<file path="config.mk">
export PLATFORM = sky130hd
export DESIGN_NAME = upload_frame_arbiter
export DESIGN_NICKNAME = d
export VERILOG_FILES = /design/src/rtl/upload_pkg.sv /design/src/rtl/upload_chan_buf.sv /design/src/rtl/upload_fifo.sv /design/src/rtl/upload_frame_arbiter.sv
export SDC_FILE = /design/constraint.sdc
export NUM_CORES = 2
export LEC_CHECK = 0
export ABC_AREA = 1
export ABC_CLOCK_PERIOD_IN_PS = 3900
export BUFFER_PORTS_ARGS = -buffer_cell sky130_fd_sc_hd__clkbuf_2
export CORE_MARGIN = 5
export CORE_UTILIZATION = 50
export DETAILED_ROUTE_END_ITERATION = 16
export GPL_TIMING_DRIVEN = 1
export PLACE_DENSITY = 0.62
export SYNTH_ARGS = -nofsm -noshare
export SYNTH_HDL_FRONTEND = slang
export SYNTH_SLANG_ARGS = --single-unit
</file>
<file path="constraint.sdc">
create_clock -name clk -period 3.9 [get_ports clk]
set_input_delay 0.585 -clock clk [delete_from_list [all_inputs] [get_ports clk]]
set_output_delay 0.585 -clock clk [all_outputs]
set_load 0.005 [all_outputs]
</file>
<file path="src/rtl/upload_pkg.sv">
// Shared types for the upload framer: header defaults, arbiter states, frame descriptor.
// No logic; no latency.
// No flow control.
package upload_pkg;

    localparam logic [7:0] HDR0_DEFAULT = 8'hAA;
    localparam logic [7:0] HDR1_DEFAULT = 8'h44;

    typedef enum logic [2:0] {
        ST_IDLE,
        ST_HDR0,
        ST_HDR1,
        ST_SRC,
        ST_LEN_H,
        ST_LEN_L,
        ST_DATA,
        ST_CKSUM
    } arb_state_t;

    typedef struct packed {
        logic [7:0]  source;
        logic [15:0] len;
    } desc_t;

endpackage

</file>
<file path="src/rtl/upload_chan_buf.sv">
// Per-channel payload buffer: counts frame length and commits {source,len} descriptors.
// Latency: a descriptor is visible one clock after its commit edge.
// Backpressure: ready drops while either the payload or the descriptor FIFO is full.
module upload_chan_buf
    import upload_pkg::*;
#(
    parameter int FIFO_DEPTH  = 64,
    parameter int DESC_DEPTH  = 4,
    parameter int MAX_PAYLOAD = 32
) (
    input  logic       clk,
    input  logic       rst_n,
    input  logic       req,
    input  logic [7:0] data,
    input  logic [7:0] source,
    input  logic       valid,
    output logic       ready,
    input  logic       pop_data,
    output logic [7:0] head_data,
    input  logic       pop_desc,
    output desc_t      head_desc,
    output logic       desc_vld
);

    localparam int            LW      = $clog2(MAX_PAYLOAD + 1);
    localparam logic [LW-1:0] LEN_MAX = LW'(MAX_PAYLOAD);

    logic [LW-1:0] len_q;
    logic [LW-1:0] len_inc;
    logic [7:0]    src_q;
    logic [7:0]    src_cur;
    logic          req_d;
    logic          accept;
    logic          hit_max;
    logic          fell;
    logic          commit;
    logic          data_full;
    logic          data_empty;
    logic          desc_full;
    logic          desc_empty;
    desc_t         commit_desc;

    assign ready   = req && !data_full && !desc_full;
    assign accept  = req && valid && ready;
    assign len_inc = len_q + LW'(1);
    assign hit_max = accept && (len_inc == LEN_MAX);
    // Fall and accept are exclusive (accept needs req high), so one commit per cycle at most.
    assign fell    = req_d && !req && (len_q != '0);
    assign commit  = hit_max || fell;
    assign src_cur = (len_q == '0) ? source : src_q;

    assign commit_desc.source = src_cur;
    assign commit_desc.len    = 16'(hit_max ? len_inc : len_q);

    always_ff @(posedge clk or negedge rst_n) begin
        if (!rst_n) begin
            req_d <= 1'b0;
            len_q <= '0;
            src_q <= '0;
        end else begin
            req_d <= req;
            if (commit)      len_q <= '0;
            else if (accept) len_q <= len_inc;
            if (accept && (len_q == '0)) src_q <= source;
        end
    end

    upload_fifo #(.WIDTH(8), .DEPTH(FIFO_DEPTH)) u_data_fifo (
        .clk      (clk),
        .rst_n    (rst_n),
        .push     (accept),
        .push_dat (data),
        .pop      (pop_data && !data_empty),
        .pop_dat  (head_data),
        .full     (data_full),
        .empty    (data_empty)
    );

    upload_fifo #(.WIDTH($bits(desc_t)), .DEPTH(DESC_DEPTH)) u_desc_fifo (
        .clk      (clk),
        .rst_n    (rst_n),
        .push     (commit),
        .push_dat (commit_desc),
        .pop      (pop_desc),
        .pop_dat  (head_desc),
        .full     (desc_full),
        .empty    (desc_empty)
    );

    assign desc_vld = !desc_empty;

endmodule

</file>
<file path="src/rtl/upload_fifo.sv">
// Generic first-word-fall-through FIFO; DEPTH must be a power of two, at least 2.
// Latency: a push is visible at the head the cycle after it is written.
// Backpressure: caller must not push when full or pop when empty.
module upload_fifo #(
    parameter int WIDTH = 8,
    parameter int DEPTH = 4
) (
    input  logic             clk,
    input  logic             rst_n,
    input  logic             push,
    input  logic [WIDTH-1:0] push_dat,
    input  logic             pop,
    output logic [WIDTH-1:0] pop_dat,
    output logic             full,
    output logic             empty
);

    localparam int AW = $clog2(DEPTH);

    logic [WIDTH-1:0] mem [DEPTH];
    logic [AW:0]      wptr;
    logic [AW:0]      rptr;

    always_ff @(posedge clk or negedge rst_n) begin
        if (!rst_n) begin
            wptr <= '0;
            rptr <= '0;
        end else begin
            if (push) wptr <= wptr + (AW+1)'(1);
            if (pop)  rptr <= rptr + (AW+1)'(1);
        end
    end

    always_ff @(posedge clk) begin
        if (push) mem[wptr[AW-1:0]] <= push_dat;
    end

    assign pop_dat = mem[rptr[AW-1:0]];
    assign empty   = (wptr == rptr);
    assign full    = (wptr[AW] != rptr[AW]) && (wptr[AW-1:0] == rptr[AW-1:0]);

    a_no_overflow:  assert property (@(posedge clk) disable iff (!rst_n) !(push && full));
    a_no_underflow: assert property (@(posedge clk) disable iff (!rst_n) !(pop && empty));

endmodule

</file>
<file path="src/rtl/upload_frame_arbiter.sv">
// Round-robin merger of committed per-channel frames onto one framed byte stream.
// Latency: first header byte valid one clock after a descriptor is visible in IDLE; 1 byte/clk.
// Backpressure: output byte held stable while valid & ~ready; inputs stall only on full buffers.
module upload_frame_arbiter
    import upload_pkg::*;
#(
    parameter int         NUM_CHANNELS = 4,
    parameter int         FIFO_DEPTH   = 64,
    parameter int         DESC_DEPTH   = 4,
    parameter int         MAX_PAYLOAD  = 32,
    parameter logic [7:0] HDR0         = HDR0_DEFAULT,
    parameter logic [7:0] HDR1         = HDR1_DEFAULT
) (
    input  logic                      clk,
    input  logic                      rst_n,
    input  logic [NUM_CHANNELS-1:0]   raw_upload_req,
    input  logic [NUM_CHANNELS*8-1:0] raw_upload_data,
    input  logic [NUM_CHANNELS*8-1:0] raw_upload_source,
    input  logic [NUM_CHANNELS-1:0]   raw_upload_valid,
    output logic [NUM_CHANNELS-1:0]   raw_upload_ready,
    output logic                      merged_upload_req,
    output logic [7:0]                merged_upload_data,
    output logic [7:0]                merged_upload_source,
    output logic                      merged_upload_valid,
    input  logic                      merged_upload_ready
);

    localparam int GW = (NUM_CHANNELS > 1) ? $clog2(NUM_CHANNELS) : 1;

    arb_state_t              state;
    arb_state_t              state_nxt;
    logic [GW-1:0]           grant;
    logic [GW-1:0]           grant_nxt;
    logic [GW-1:0]           rr_ptr;
    logic [GW-1:0]           idx;
    logic                    found;
    desc_t                   cur_desc;
    logic [15:0]             cnt;
    logic [7:0]              cksum;
    logic [7:0]              byte_out;
    logic                    out_fire;
    logic [7:0]              ch_data [NUM_CHANNELS];
    desc_t                   ch_desc [NUM_CHANNELS];
    logic [NUM_CHANNELS-1:0] ch_vld;
    logic [NUM_CHANNELS-1:0] pop_data;
    logic [NUM_CHANNELS-1:0] pop_desc;

    for (genvar i = 0; i < NUM_CHANNELS; i++) begin : g_chan
        upload_chan_buf #(
            .FIFO_DEPTH  (FIFO_DEPTH),
            .DESC_DEPTH  (DESC_DEPTH),
            .MAX_PAYLOAD (MAX_PAYLOAD)
        ) u_buf (
            .clk       (clk),
            .rst_n     (rst_n),
            .req       (raw_upload_req[i]),
            .data      (raw_upload_data[8*i +: 8]),
            .source    (raw_upload_source[8*i +: 8]),
            .valid     (raw_upload_valid[i]),
            .ready     (raw_upload_ready[i]),
            .pop_data  (pop_data[i]),
            .head_data (ch_data[i]),
            .pop_desc  (pop_desc[i]),
            .head_desc (ch_desc[i]),
            .desc_vld  (ch_vld[i])
        );
    end

    // First channel holding a committed frame, searching upward from rr_ptr with wrap.
    always_comb begin
        found     = 1'b0;
        grant_nxt = rr_ptr;
        idx       = '0;
        for (int k = 0; k < NUM_CHANNELS; k++) begin
            idx = GW'((int'(rr_ptr) + k) % NUM_CHANNELS);
            if (!found && ch_vld[idx]) begin
                found     = 1'b1;
                grant_nxt = idx;
            end
        end
    end

    assign out_fire = (state != ST_IDLE) && merged_upload_ready;

    always_comb begin
        state_nxt = state;
        byte_out  = '0;
        pop_data  = '0;
        pop_desc  = '0;
        case (state)
            ST_IDLE:  if (found) state_nxt = ST_HDR0;
            ST_HDR0: begin
                byte_out = HDR0;
                if (out_fire) state_nxt = ST_HDR1;
            end
            ST_HDR1: begin
                byte_out = HDR1;
                if (out_fire) state_nxt = ST_SRC;
            end
            ST_SRC: begin
                byte_out = cur_desc.source;
                if (out_fire) state_nxt = ST_LEN_H;
            end
            ST_LEN_H: begin
                byte_out = cur_desc.len[15:8];
                if (out_fire) state_nxt = ST_LEN_L;
            end
            ST_LEN_L: begin
                byte_out = cur_desc.len[7:0];
                if (out_fire) state_nxt = ST_DATA;
            end
            ST_DATA: begin
                byte_out = ch_data[grant];
                if (out_fire) begin
                    pop_data[grant] = 1'b1;
                    if (cnt == cur_desc.len - 16'd1) state_nxt = ST_CKSUM;
                end
            end
            ST_CKSUM: begin
                byte_out = cksum;
                if (out_fire) begin
                    pop_desc[grant] = 1'b1;
                    state_nxt       = ST_IDLE;
                end
            end
            default: state_nxt = ST_IDLE;
        endcase
    end

    always_ff @(posedge clk or negedge rst_n) begin
        if (!rst_n) begin
            state    <= ST_IDLE;
            grant    <= '0;
            rr_ptr   <= '0;
            cur_desc <= '0;
            cnt      <= '0;
            cksum    <= '0;
        end else begin
            state <= state_nxt;
            if (state == ST_IDLE) begin
                cnt   <= '0;
                cksum <= '0;
                if (found) begin
                    grant    <= grant_nxt;
                    cur_desc <= ch_desc[grant_nxt];
                end
            end else if (out_fire) begin
                if (state inside {ST_SRC, ST_LEN_H, ST_LEN_L, ST_DATA}) cksum <= cksum + byte_out;
                if (state == ST_DATA) cnt <= cnt + 16'd1;
                if (state == ST_CKSUM)
                    rr_ptr <= (int'(grant) == NUM_CHANNELS - 1) ? '0 : grant + GW'(1);
            end
        end
    end

    assign merged_upload_req    = (state != ST_IDLE);
    assign merged_upload_valid  = (state != ST_IDLE);
    assign merged_upload_data   = byte_out;
    assign merged_upload_source = (state != ST_IDLE) ? cur_desc.source : 8'h00;

endmodule

</file>
==> impl_summary.log <==
INFO  metric outcome = finished with violations
INFO  metric failed_checks = negative setup slack
INFO  metric grt_antenna_before_repair = 2
INFO  metric synth_warnings = 0
INFO  metric ys_top_cells_by_count = 2272 x sky130_fd_sc_hd__edfxtp_1, 1515 x sky130_fd_sc_hd__nor2_1, 1172 x sky130_fd_sc_hd__o21ai_0
INFO  metric ios = 97
INFO  metric drt_drc_violations_left = 0
INFO  metric netlist_instances = 8276
INFO  metric num-nets-final = 9142
INFO  metric unrepaired_setup_endpoints_after_global_routing = yes
INFO  metric design.core.area = 200000 um2
INFO  metric dp_worst_setup_slack = -359 ps
INFO  metric drt_pass1_iterations = 6
INFO  metric drt_iter0_markers = 7376
INFO  metric multi_input_area = 25900 um2
INFO  metric worst_slack = -258 ps
INFO  metric final_core_util = 60.3%
INFO  metric max_freq = 0.240 GHz
INFO  metric grt_max_degree = 90
INFO  metric path_clk_slew = 60 ps
INFO  metric numCtsBuffers = 275
INFO  metric avgSynthCellArea = 12.2 um2
INFO  metric netlist.top_cell.by_area = sky130_fd_sc_hd__edfxtp_1
INFO  metric max_cap_violations = 0
INFO  metric drive_gt1_share = between 10% and 20%
INFO  metric cts.htree.levels = 5
INFO  metric cts.path.max_buffers = 4
INFO  metric static-leakage-power = about 42 nW
INFO  metric period_share = 107%
INFO  metric finalHoldViolCount = 0
INFO  metric critPathCaptureType = output pin
INFO  metric track_usage = 25.2%
INFO  metric worstRegToRegCells = 26
INFO  metric route.detailed.vias_per_inst = ~5.8
INFO  metric post_synth_main_area_contributors = sky130_fd_sc_hd__edfxtp_1 68%, sky130_fd_sc_hd__o21ai_0 5.8%, sky130_fd_sc_hd__nor2_1 5.6%, sky130_fd_sc_hd__dfrtp_1 4.6%, sky130_fd_sc_hd__nand2_1 3.1%
INFO  metric ir_worst_vdd = around 540 uV
INFO  metric synth_nets = approximately 8400
INFO  metric report.final.slew_viol_count = 0
INFO  metric route.antenna.remaining_nets = 0
INFO  metric post-synth-top-count-cell = sky130_fd_sc_hd__edfxtp_1
INFO  metric vias = 68856
INFO  metric n_fill_cell = 15528
INFO  metric worst_clock_skew = 48.0 ps
INFO  metric floorplan.initialDensity = 50.4%
INFO  metric synth_top_area_share = 67.7%
INFO  metric synth_ff_type = sky130_fd_sc_hd__edfxtp_1
INFO  metric area_delta_synth_final = 19.6%
INFO  metric number_of_enable_flip_flop_cells_after_synthesis = 2272
INFO  metric root_buffer = sky130_fd_sc_hd__clkbuf_16
INFO  metric setup_tns = -1580 ps
INFO  metric place.port_buffers = 96
INFO  metric synth-async-reset-ratio = 7.53%
INFO  metric setup_violations = 10
INFO  metric postRouteWirelength = 272 mm
INFO  metric mappedNetlistArea = 101000 um2
INFO  metric worstSetupPathType = register to output pin
INFO  metric yosysUniqueCellTypes = 54
INFO  metric via_count_of_the_first_global_routing_pass = 66975
INFO  metric worst_pin_slew = 1270 ps
INFO  metric postSynthRegisterBits = 2457
INFO  metric clkSinkCount = 2457
INFO  metric place.gp.congestion = 0.906
INFO  metric synth_sequential_area_ratio = approximately 72%
INFO  metric floorplan.die.height = 459 um
INFO  metric worst_slew_margin_rel = 15.5%
INFO  metric final.min_clock_period = 4160 ps
INFO  metric worst_hold_path_depth = 1
INFO  metric die_area = 211000 um2
INFO  metric layout.area.seq = between 70000 and 80000 um2
INFO  metric cp_max_fo = 8
INFO  metric crit_required = 3310 ps
INFO  metric place_inst = between 10000 and 15000
INFO  metric critical_path_arrival = 3570 ps
INFO  metric floorplan.rows = 164
INFO  metric hpwlAfterDp = around 170 mm
INFO  metric hold_path_class = input pin to register
INFO  metric worst_skew_pair.late_latency = 910 ps
INFO  metric grt_pass1_wl = 409 mm
INFO  metric finish.cell_count_without_fillers = 11861
INFO  metric worst_setup_path_start_kind = register
INFO  metric p_per_area = 708 nW/um2
INFO  metric grt_remaining_overflow = 0
INFO  metric dieWidth = 459 um
INFO  metric wl_per_cell = between 20 and 25 um
INFO  metric tritoncts = yes
==> final cells by class <==
cell class / instances / area share, %
flip-flops and latches: 2457 / 60.4
inverters: 300 / 0.989
repair inverters: 3 / 0.0218
well taps: 2656 / 2.76
clock buffers: 362 / 6.24
clock inverters: 104 / 0.654
diodes: 4 / 0.00830
repair buffers: 959 / 7.37
multi-input cells: 5016 / 21.5
==> cell usage in the layout, fill, tap and decap left out, types with 75 or more instances in the layout <==
master	n
sky130_fd_sc_hd__a21oi_1	75
sky130_fd_sc_hd__buf_12	84
sky130_fd_sc_hd__buf_4	661
sky130_fd_sc_hd__clkbuf_16	289
sky130_fd_sc_hd__clkbuf_2	92
sky130_fd_sc_hd__dfrtp_1	175
sky130_fd_sc_hd__edfxtp_1	2272
sky130_fd_sc_hd__inv_1	271
sky130_fd_sc_hd__nand2_1	792
sky130_fd_sc_hd__nand3_1	350
sky130_fd_sc_hd__nand3_2	93
sky130_fd_sc_hd__nand4_1	80
sky130_fd_sc_hd__nor2_1	1499
sky130_fd_sc_hd__o211ai_1	95
sky130_fd_sc_hd__o21ai_0	1097
sky130_fd_sc_hd__o21ai_1	84
sky130_fd_sc_hd__o221ai_1	125
sky130_fd_sc_hd__o22ai_1	322
sky130_fd_sc_hd__xor2_1	85
==> registers in the layout, indices dropped and copies added, names as in the netlist, 14 cells and up <==
signal / count
cur_desc: 14
g_chan.u_buf.u_desc_fifo.mem: 224
g_chan.u_buf.src_q: 32
g_chan.u_buf.len_q: 24
cnt: 16
g_chan.u_buf.u_data_fifo.wptr: 28
g_chan.u_buf.u_data_fifo.rptr: 28
g_chan.u_buf.u_data_fifo.mem: 2048
==> what timing repair did <==
item / 4_1_cts / 5_1_grt
pin swaps: 133 / 81
resized for setup: 324 / 133
setup buffers: 49 / 13
endpoints found under the hold margin: 129 / 0
endpoints found under the setup margin: 12 / 19
hold buffers: 38 / 0
gates cloned: 17 / 4
==> through the flow <==
| step | power [mW] | area (um2) | hold WS [ps] |
|---|---|---|---|
| 5_1_grt | 89.4 | 121000 | 86.6 |
| 3_5_place_dp | 58.5 | 109000 | 474 |
| 2_1_floorplan | 47.0 | 101000 | 289 |
| 3_3_place_gp | 58.1 | 109000 | 468 |
| 4_1_cts | 84.9 | 120000 | 34.1 |
| 6_report | 85.4 | 121000 | 99.7 |
==> worst max-delay path: stages (launching register included) <==
cell and delay [ps]:
sky130_fd_sc_hd__dfrtp_4 550, sky130_fd_sc_hd__clkinv_8 130, sky130_fd_sc_hd__buf_12 150, sky130_fd_sc_hd__buf_12 120
sky130_fd_sc_hd__buf_6 120, sky130_fd_sc_hd__o21ai_1 120, sky130_fd_sc_hd__o211ai_1 210, sky130_fd_sc_hd__o211ai_1 200
sky130_fd_sc_hd__nand4_1 230, sky130_fd_sc_hd__nand3_2 190, sky130_fd_sc_hd__nand3_2 120, sky130_fd_sc_hd__nand3_2 80
sky130_fd_sc_hd__nand2_2 60, sky130_fd_sc_hd__nand2_2 70, sky130_fd_sc_hd__nand2_2 60, sky130_fd_sc_hd__buf_6 130
sky130_fd_sc_hd__clkbuf_2 100
==> kinds of logic after synthesis <==
| logic type | Yosys count | share of synthesized area (%) |
|---|---|---|
| and+or+nand+nor | 2962 | 12.1 |
| DFF | 2457 | 72.3 |
| AOI/OAI and AO/OA | 1881 | 10.6 |
| buffers and inverters | 803 | 3.31 |
| xor gates and xnor gates | 118 | 1.03 |
| adders and majority gates | 55 | 0.690 |
==> power breakdown <==
part / internal [mW] / leakage (nW) / switching (mW)
registers: 30.6 / 22.7 / 1.05
clock network: 14.2 / 4.04 / 10.0
logic: 10.9 / 15.7 / 18.7
total: 55.7 / 42.5 / 29.7
==> final timing paths <==
check                      slack (ps)                                             from                                               end
setup / recovery                 -260  g_chan[1].u_buf.u_data_fifo.rptr[0]$_DFFE_PN0P_                             merged_upload_data[3]
hold / removal                    100                              raw_upload_data[29]  g_chan[3].u_buf.u_data_fifo.mem[16][5]$_DFFE_PP_
setup reg to reg                  -70  g_chan[1].u_buf.u_data_fifo.rptr[0]$_DFFE_PN0P_                              cksum[7]$_DFFE_PN0P_
hold reg to reg                   480             g_chan[0].u_buf.src_q[0]$_DFFE_PN0P_              g_chan[0].u_buf.src_q[0]$_DFFE_PN0P_
max in group asynchronous        2640                                            rst_n   g_chan[3].u_buf.u_data_fifo.rptr[1]$_DFFE_PN0P_
min in group asynchronous         350                                            rst_n   g_chan[0].u_buf.u_data_fifo.rptr[1]$_DFFE_PN0P_
==> per-layer routing <==
| layer | vias up | track usage (%) | routed length (um) |
|---|---|---|---|
| li1 | 31504 | - | - |
| met4 | 0 | 8.01 | 8190 |
| met5 | - | 0 | 0 |
| met2 | 2715 | 40.4 | 129000 |
| met3 | 481 | 4.17 | 19800 |
| met1 | 34156 | 35.7 | 115000 |
No activity file was read; power rests on OpenSTA's default activity.
